===== config.mk =====
export PLATFORM = sky130hd
export DESIGN_NAME = clkgate_ctrl
export DESIGN_NICKNAME = d
export VERILOG_FILES = /design/src/rtl/clkgate_ctrl_pkg.sv /design/src/rtl/clkgate_ctrl_rr_pick.sv /design/src/rtl/clkgate_ctrl.sv
export SDC_FILE = /design/constraint.sdc
export NUM_CORES = 1
export LEC_CHECK = 0
export ABC_AREA = 1
export BUFFER_PORTS_ARGS = -buffer_cell sky130_fd_sc_hd__buf_2
export CORE_ASPECT_RATIO = 1.75
export CORE_UTILIZATION = 25
export CTS_BUF_LIST = sky130_fd_sc_hd__clkbuf_2 sky130_fd_sc_hd__clkbuf_4 sky130_fd_sc_hd__clkbuf_8
export DETAILED_ROUTE_END_ITERATION = 8
export GPL_TIMING_DRIVEN = 0
export MAX_ROUTING_LAYER = met4
export PLACE_DENSITY = 0.38
export SYNTH_ARGS = -nofsm -noshare
export SYNTH_HDL_FRONTEND = slang
export SYNTH_HIERARCHICAL = 1
export SYNTH_SLANG_ARGS = --single-unit

===== constraint.sdc =====
create_clock -name clk_i -period 2.94 [get_ports clk_i]
set_clock_uncertainty 0.2 [all_clocks]
set_input_delay 0.294 -clock clk_i [delete_from_list [all_inputs] [get_ports clk_i]]
set_output_delay 0.294 -clock clk_i [all_outputs]
set_load 0.02 [all_outputs]

===== src/rtl/clkgate_ctrl_pkg.sv =====
// clkgate_ctrl_pkg: shared types and sizing helpers for the
// clock-gating sequencer (domain/sequencer state encodings).
package clkgate_ctrl_pkg;

  typedef enum logic [1:0] {
    DomOn    = 2'd0,
    DomDrain = 2'd1,
    DomOff   = 2'd2,
    DomWake  = 2'd3
  } dom_state_e;

  typedef enum logic [1:0] {
    SeqIdle  = 2'd0,
    SeqDrain = 2'd1,
    SeqWake  = 2'd2
  } seq_state_e;

  function automatic int cnt_width(int idle, int wake);
    int m;
    m = (idle > wake) ? idle : wake;
    return $clog2(m + 1);
  endfunction

  function automatic int idx_width(int n);
    return (n > 1) ? $clog2(n) : 1;
  endfunction

endpackage


===== src/rtl/clkgate_ctrl_rr_pick.sv =====
// clkgate_ctrl_rr_pick: combinational round-robin picker.
// req/ptr in; one-hot gnt, binary idx, valid out.
module clkgate_ctrl_rr_pick
  import clkgate_ctrl_pkg::*;
#(
  parameter int N    = 4,
  parameter int IdxW = idx_width(N)
) (
  input  logic [N-1:0]    req,
  input  logic [IdxW-1:0] ptr,
  output logic [N-1:0]    gnt,
  output logic [IdxW-1:0] idx,
  output logic            valid
);

  logic [N-1:0] mask;
  logic [N-1:0] hi;
  logic [N-1:0] pick;

  // Requests at or above ptr win; otherwise wrap to the lowest.
  always_comb begin
    mask = '0;
    for (int i = 0; i < N; i++) begin
      mask[i] = (i >= int'(ptr));
    end
    hi    = req & mask;
    pick  = (|hi) ? hi : req;
    valid = |req;
    idx   = '0;
    gnt   = '0;
    for (int i = N - 1; i >= 0; i--) begin
      if (pick[i]) begin
        idx    = IdxW'(i);
        gnt    = '0;
        gnt[i] = 1'b1;
      end
    end
  end

endmodule


===== src/rtl/clkgate_ctrl.sv =====
// clkgate_ctrl: sequences per-domain clock-gate enables.
// Ports: clk_i, rst_ni (sync, active-low), scanmode_i,
//   cfg_en_i/wake_req_i/idle_i [N] in; en_o/active_o [N],
//   busy_o out. en_o is registered, then ORed with scanmode_i.
module clkgate_ctrl
  import clkgate_ctrl_pkg::*;
#(
  parameter int NumDomains = 4,
  parameter int IdleCycles = 16,
  parameter int WakeCycles = 4
) (
  input  logic                  clk_i,
  input  logic                  rst_ni,
  input  logic                  scanmode_i,
  input  logic [NumDomains-1:0] cfg_en_i,
  input  logic [NumDomains-1:0] wake_req_i,
  input  logic [NumDomains-1:0] idle_i,
  output logic [NumDomains-1:0] en_o,
  output logic [NumDomains-1:0] active_o,
  output logic                  busy_o
);

  localparam int N    = NumDomains;
  localparam int IdxW = idx_width(N);
  localparam int CntW = cnt_width(IdleCycles, WakeCycles);

  localparam logic [CntW-1:0] IdleLast = CntW'(IdleCycles - 1);
  localparam logic [CntW-1:0] WakeLast = CntW'(WakeCycles - 1);
  localparam logic [IdxW-1:0] LastIdx  = IdxW'(N - 1);

  dom_state_e dom_q [N];
  dom_state_e dom_d [N];
  seq_state_e seq_q, seq_d;

  logic [CntW-1:0] cnt_q, cnt_d;
  logic [IdxW-1:0] sel_q, sel_d;
  logic [IdxW-1:0] rr_q, rr_d;
  logic [N-1:0]    en_q, en_d;
  logic [N-1:0]    act_q, act_d;

  logic [N-1:0]    target;
  logic [N-1:0]    wake_pend;
  logic [N-1:0]    drain_pend;
  logic [N-1:0]    arb_req;
  logic [N-1:0]    gnt;
  logic [IdxW-1:0] arb_idx;
  logic            arb_vld;
  logic            any_wake;

  assign target = cfg_en_i | wake_req_i;

  always_comb begin
    wake_pend  = '0;
    drain_pend = '0;
    for (int i = 0; i < N; i++) begin
      wake_pend[i]  = (dom_q[i] == DomOff) & target[i];
      drain_pend[i] = (dom_q[i] == DomOn) & ~target[i];
    end
  end

  // Wakes always outrank drains for the shared counter.
  assign any_wake = |wake_pend;
  assign arb_req  = any_wake ? wake_pend : drain_pend;

  clkgate_ctrl_rr_pick #(
    .N    (N),
    .IdxW (IdxW)
  ) u_rr_pick (
    .req   (arb_req),
    .ptr   (rr_q),
    .gnt   (gnt),
    .idx   (arb_idx),
    .valid (arb_vld)
  );

  always_comb begin
    seq_d = seq_q;
    cnt_d = cnt_q;
    sel_d = sel_q;
    rr_d  = rr_q;
    for (int i = 0; i < N; i++) begin
      dom_d[i] = dom_q[i];
    end

    unique case (seq_q)
      SeqIdle: begin
        if (arb_vld) begin
          sel_d = arb_idx;
          cnt_d = '0;
          rr_d  = (arb_idx == LastIdx) ? '0
                : arb_idx + IdxW'(1);
          seq_d = any_wake ? SeqWake : SeqDrain;
          for (int i = 0; i < N; i++) begin
            if (gnt[i]) begin
              dom_d[i] = any_wake ? DomWake : DomDrain;
            end
          end
        end
      end
      SeqDrain: begin
        // Abort outranks completion; en_o never drops.
        if (target[sel_q]) begin
          dom_d[sel_q] = DomOn;
          seq_d        = SeqIdle;
        end else if (!idle_i[sel_q]) begin
          cnt_d = '0;
        end else if (cnt_q == IdleLast) begin
          dom_d[sel_q] = DomOff;
          seq_d        = SeqIdle;
        end else begin
          cnt_d = cnt_q + CntW'(1);
        end
      end
      SeqWake: begin
        if (cnt_q == WakeLast) begin
          dom_d[sel_q] = DomOn;
          seq_d        = SeqIdle;
        end else begin
          cnt_d = cnt_q + CntW'(1);
        end
      end
      default: begin
        seq_d = SeqIdle;
      end
    endcase

    en_d  = '0;
    act_d = '0;
    for (int i = 0; i < N; i++) begin
      en_d[i]  = (dom_d[i] != DomOff);
      act_d[i] = (dom_d[i] == DomOn)
               | (dom_d[i] == DomDrain);
    end
  end

  always_ff @(posedge clk_i) begin
    if (!rst_ni) begin
      for (int i = 0; i < N; i++) begin
        dom_q[i] <= DomOn;
      end
      seq_q <= SeqIdle;
      cnt_q <= '0;
      sel_q <= '0;
      rr_q  <= '0;
      en_q  <= '1;
      act_q <= '1;
    end else begin
      for (int i = 0; i < N; i++) begin
        dom_q[i] <= dom_d[i];
      end
      seq_q <= seq_d;
      cnt_q <= cnt_d;
      sel_q <= sel_d;
      rr_q  <= rr_d;
      en_q  <= en_d;
      act_q <= act_d;
    end
  end

  // Scan override bypasses the register so test clocks run at once.
  assign en_o     = en_q | {N{scanmode_i}};
  assign active_o = act_q;
  assign busy_o   = (seq_q != SeqIdle);

endmodule


# --- After elaboration in Yosys (flattened, before gate mapping) ---
# Memories as Yosys holds them, arrays and structs flattened.
# Cells that the tools add are included.
# W data, S select, Z words.
totals:
  word_cells: 133
  romBits: 0
  ram_bits: 8
  regBits: 19
  memories: 1
  latchBits: 0
  input_bits: 15
mem_list:
  columns: ["memory", "depth", "width", "read_ports", "rd_clocked_by_memory_dff", "wr", "line", "text"]
  rows:
  - ["dom_q", 4, 2, 4, 0, 4, "clkgate_ctrl.sv:31", "dom_state_e dom_q [N];"]
op_classes:
  n_lt_le_gt_ge: 6
  add_sub_neg: 2
  n_mul: 0
  n_shift: 0
  n_bitwise: 29
  n_eq_ne: 24
  muxes: 47
  div_mod_pow: 0
  reduce_logical: 18
op_table:
  columns: ["op", "n"]
  rows:
  - ["$mux W2", 21]
  - ["$mux W8", 5]
  - ["$mux W5", 5]
  - ["$mux W4", 6]
  - ["$pmux W8 S3", 1]
  - ["$logic_not A2 Y1", 9]
  - ["$ne A2 B2 Y1 const B", 8]
  - ["$pmux W5 S3", 1]
  - ["$eq A2 B2 Y1 const B", 6]
  - ["$or A4 B4 Y4", 3]
  - ["$reduce_or A4 Y1", 3]
  - ["$eq A2 B1 Y1 const B", 5]
  - ["$ne A3 B3 Y1 const B", 3]
  - ["$and A1 B1 Y1", 8]
  - ["$and A4 B4 Y4", 2]
  - ["$and A8 B8 Y8", 1]
  - ["$not A8 Y8", 1]
  - ["$or A1 B1 Y1", 8]
  - ["$pmux W2 S3", 1]
  - ["$add A5 B1 Y5 const B", 1]
  - ["$eq A5 B2 Y1 const B", 1]
  - ["$eq A5 B4 Y1 const B", 1]
  - ["$reduce_and A5 Y1", 1]
  - ["$bmux W1 S2", 2]
  - ["16 further kinds", 23]

# --- Longest topological paths before layout ---
# An unclocked memory read counts as a cell.
logic_depth:
  word_depth: 17
  mapped_depth: 21
  ltp_nobuf: 21

# --- Modules after synthesis ---
# The synthesis kept the hierarchy.
by_module_without_submodules:
  columns: ["mod", "instances", "cells_per_inst", "seq_area_each_um2", "area_per_inst_um2"]
  rows:
  - ["clkgate_ctrl", 1, 286, 540.5, 1774.2]
  - ["clkgate_ctrl_rr_pick", 1, 31, 0.0, 166.4]

# --- Least setup slack after synthesis ---
# Ideal clock, no wire load.
synth_path:
  path_kind: "register to register"
  startpoint: "mem dom_q[1][1] (netlist name)"
  endpoint: "reg cnt_q[3]"
  arrival_time_ns: 2.348
  slack_ns: 0.280
  setup_ns: 0.112
  path_stages_with_launch: 17
  synth_period_minus_slack_ns: 2.660
  path_buffers: 0
  t_required_ns: 2.628
  path_cell_list: "dfxtp_1 > inv_1 > nor3_1 > nor2_1 > nand2_2 > nor4_1 > or2_2 > inv_1 > nand2_1 > or3_1 > or2_2 > nand3_1 > inv_1 > nand2_4 > nor2_2 > nor2_1 > nor2_2"
synth_lines:
  columns: ["element", "line", "text"]
  rows:
  - ["start, declared", "clkgate_ctrl.sv:31", null]
  - ["end signal, assigned", "clkgate_ctrl.sv:152", "cnt_q <= cnt_d;"]
  - ["end, declared", "clkgate_ctrl.sv:35", "logic [CntW-1:0] cnt_q, cnt_d;"]

==> metrics.md <==
| Metric | Value |
|---|---|
| Status | complete, no violations |
| Pleak | ~1.2 nW |
| Area grow syn2layout | 16.7% |
| Dpl hpwl | 4.68 mm |
| Clock root buffer | clkbuf_8 |
| Netlist Area Pre-Place | 0.00194 mm^2 |
| WL/cell | 13.1 um |
| Clock Path Buffers | 2 |
| Global-route wire length before repair | approximately 9.3 mm |
| Endpoints failing setup | 0 |
| Tot GR Track Use | 0.162 |
| Slew @ Worst Pin | 0.413 ns |
| Chip height | 119 um |
| Crit path max fanout | 6 |
| Most common cell after layout, fill and taps aside | nand2_1 |
| Synth Instances | around 320 |
| Nets | 369 |
| Final WL | 5.68 mm |
| Syn_nets | ~340 |
| Initial DRC count | 80 |
| CTS tree | built |
| Worst Setup End Kind | flop |
| Syn Area/Cell | between 6 and 7 um^2 |
| Core area | 0.00751 mm^2 |
| CTS sink count | 27 |
| Final ANT Viol Nets | 0 |
| Max cap viols | 0 |
| Cell row count | 42 |
| Number of synthesized flops with an enable pin | 0 |
| Kind of critical path | flop to flop |
| # diodes | 0 |
| Worst-Skew Late Latency | 0.30 ns |
| Slowest CP cell | or3_4 |
| DRT Pass-1 Iters | 4 |
| IO buf count | 22 |
| Congestion Overflow GR | 0 |
| Via/cell ratio | around 4.5 |
| Clock transition at the registers of the reported paths | approximately 0.11 ns |
| Fill count | between 900 and 1000 |
| Final Max Tran Viols | 0 |
| Syn. warnings | 6 |
| Non-filler cells, final | 434 |
| Largest net degree at the start of global routing | 17 |
| Placer Congestion | 0.926 |
| Top Family by Delay on Critical Path | simple AND/OR/NAND/NOR gates |
| Hold Vio Cnt, Final | 0 |
| Worst EP required | 2.95 ns |
| Layout cells sized above 1 | 0.243 |
| Netlist cell types | 30 |
| Total CTS buffers | 3 |
| Placed Cells | 427 |
| Vias in the first global route | slightly below 2000 |
| PwrDens | ~790 mW/mm^2 |
| Via count | 1963 |
| IO Pins | 24 |
| H-tree depth | 1 |
| Yosys reg bits | 27 |
| Die ar. | 0.00813 mm^2 |
| Worst Path Buf+Inv | 3 |
| Setup TNS | 0 ns |
| Most frequent cells in the layout | nand2_1, nor2_1, inv_1 |
| Crit path largest cell delay | roughly 0.37 ns |
| CP Launch Type | flop |
| Final Util | 0.301 |
| RSZ-0062 raised after global routing | yes |
| Post-DP Area | 0.00216 mm^2 |
| Seq/Total Area, Yosys | 0.279 |
| Top_reg_cell synth | dfxtp_1 |
| Crit path cell chain | inv_1, nor3_2, nor2_1, nand2_2, nor4_2, or2_2, inv_1, nand2_1, or3_4, or2_2, nand3_2, inv_1, nand2_4, nor2_2, nor2_1, nor2_2 |
| Die width | 68.6 um |
| Crit-path most repeated cell | inv_1 |
| Initial antenna violation count | 0 |
| # hold bufs at CTS | 0 |
| Final instance area | 0.00226 mm^2 |
| Highest Clock Rate | 365 MHz |
| Minimum clock period | about 2.7 ns |
| Normalized max-slew margin | 0.724 |
| Peak VDD IR | 0.280 mV |
| Crit share post-route | 0.932 |
| Final hold slack | around 0.13 ns |
| Drt drc | 0 |
| Worst hold path type | input port to flop |
| Worst Path Arrival | 2.75 ns |
| Initial Utilization | 0.258 |
| FFs w/ async S/R, synth | 0 |
## timing repair
action	4_1_cts	5_1_grt
buffers inserted	3	0
pin swaps	1	0
resized for setup	0	7
setup endpoints to repair	5	17
## worst paths after layout
kind,start,to,slack [ns],cells past startpoint
setup reg to reg,dom_q[1][1],cnt_q[3],0.20,16
setup / recovery,dom_q[1][1],cnt_q[3],0.20,16
hold / removal,rst_ni,cnt_q[0],0.13,3
hold reg to reg,rr_q[0],rr_q[0],0.30,2
## cell type report
type,count,area [um^2],share of cell area
buffer,4,22.5,0.00994
inverter,51,191,0.0845
multi-input combinational,235,1220,0.538
timing repair buffer,25,133,0.0586
sequential,27,542,0.239
clock buffer,3,41.3,0.0182
clock inverter,1,7.51,0.00331
tap,88,110,0.0486
## report_power, final
part / switching, mW / internal, mW
logic: 0.693 / 0.346
registers: 0.0733 / 0.436
clock network: 0.137 / 0.0971
## flip-flops by register name, summed over array words and instances (netlist names)
name and count:
dom_q 8, cnt_q 5, active_o 4, en_q 4, rr_q 2, sel_q 2
seq_q 2
## layer usage
metal  part of all wire  up-vias  global-route usage  wire [um]
li1                   -     1037                   -          -
met1               0.39      893               0.164       2240
met2               0.57       21               0.296       3220
met3              0.017       12              0.0145         94
met4              0.023        0              0.0742        131
met5                  0        -                   -          0
## per-stage QoR
step / setup slack (ns) / power (mW)
final: 0.200 / 1.78
after global routing: -0.0370 / 1.96
after detailed placement: -0.174 / 1.56
after floorplan: 0.280 / 1.30
after global placement: -0.209 / 1.56
after CTS: 0.00759 / 1.80
## worst register-to-register path: cells and delay by family, from the launching register on
kind                   cells  cell delay, ns
and+or+nand+nor           13            1.94
DFF                        1            0.34
buffers and inverters      3            0.19
## synthesized netlist by cell type, drive strengths merged, types with 2 or more instances
cell      n  share of area
nor2     50           0.11
nand3    24          0.067
ha        7          0.045
dfxtp    27           0.28
buf       3         0.0090
nand4     5          0.019
o211ai    2         0.0077
a21oi    12          0.037
nand2   108           0.24
o21bai    2         0.0077
o21ai    10          0.026
inv      49          0.095
nand3b    2         0.0077
o22ai     3         0.0097
or2       6          0.019
clkinv    2         0.0039
## cells by family (layout without fill, tap and decap cells)
kind of cell / Yosys count / after routing / synth area share
adders and majority gates: 7 / 7 / 0.0451
and+or+nand+nor: 198 / 198 / 0.472
buffers and inverters: 55 / 84 / 0.110
DFF: 27 / 27 / 0.279
AOI/OAI and AO/OA: 30 / 30 / 0.0941
No activity file was read; power rests on OpenSTA's default activity.
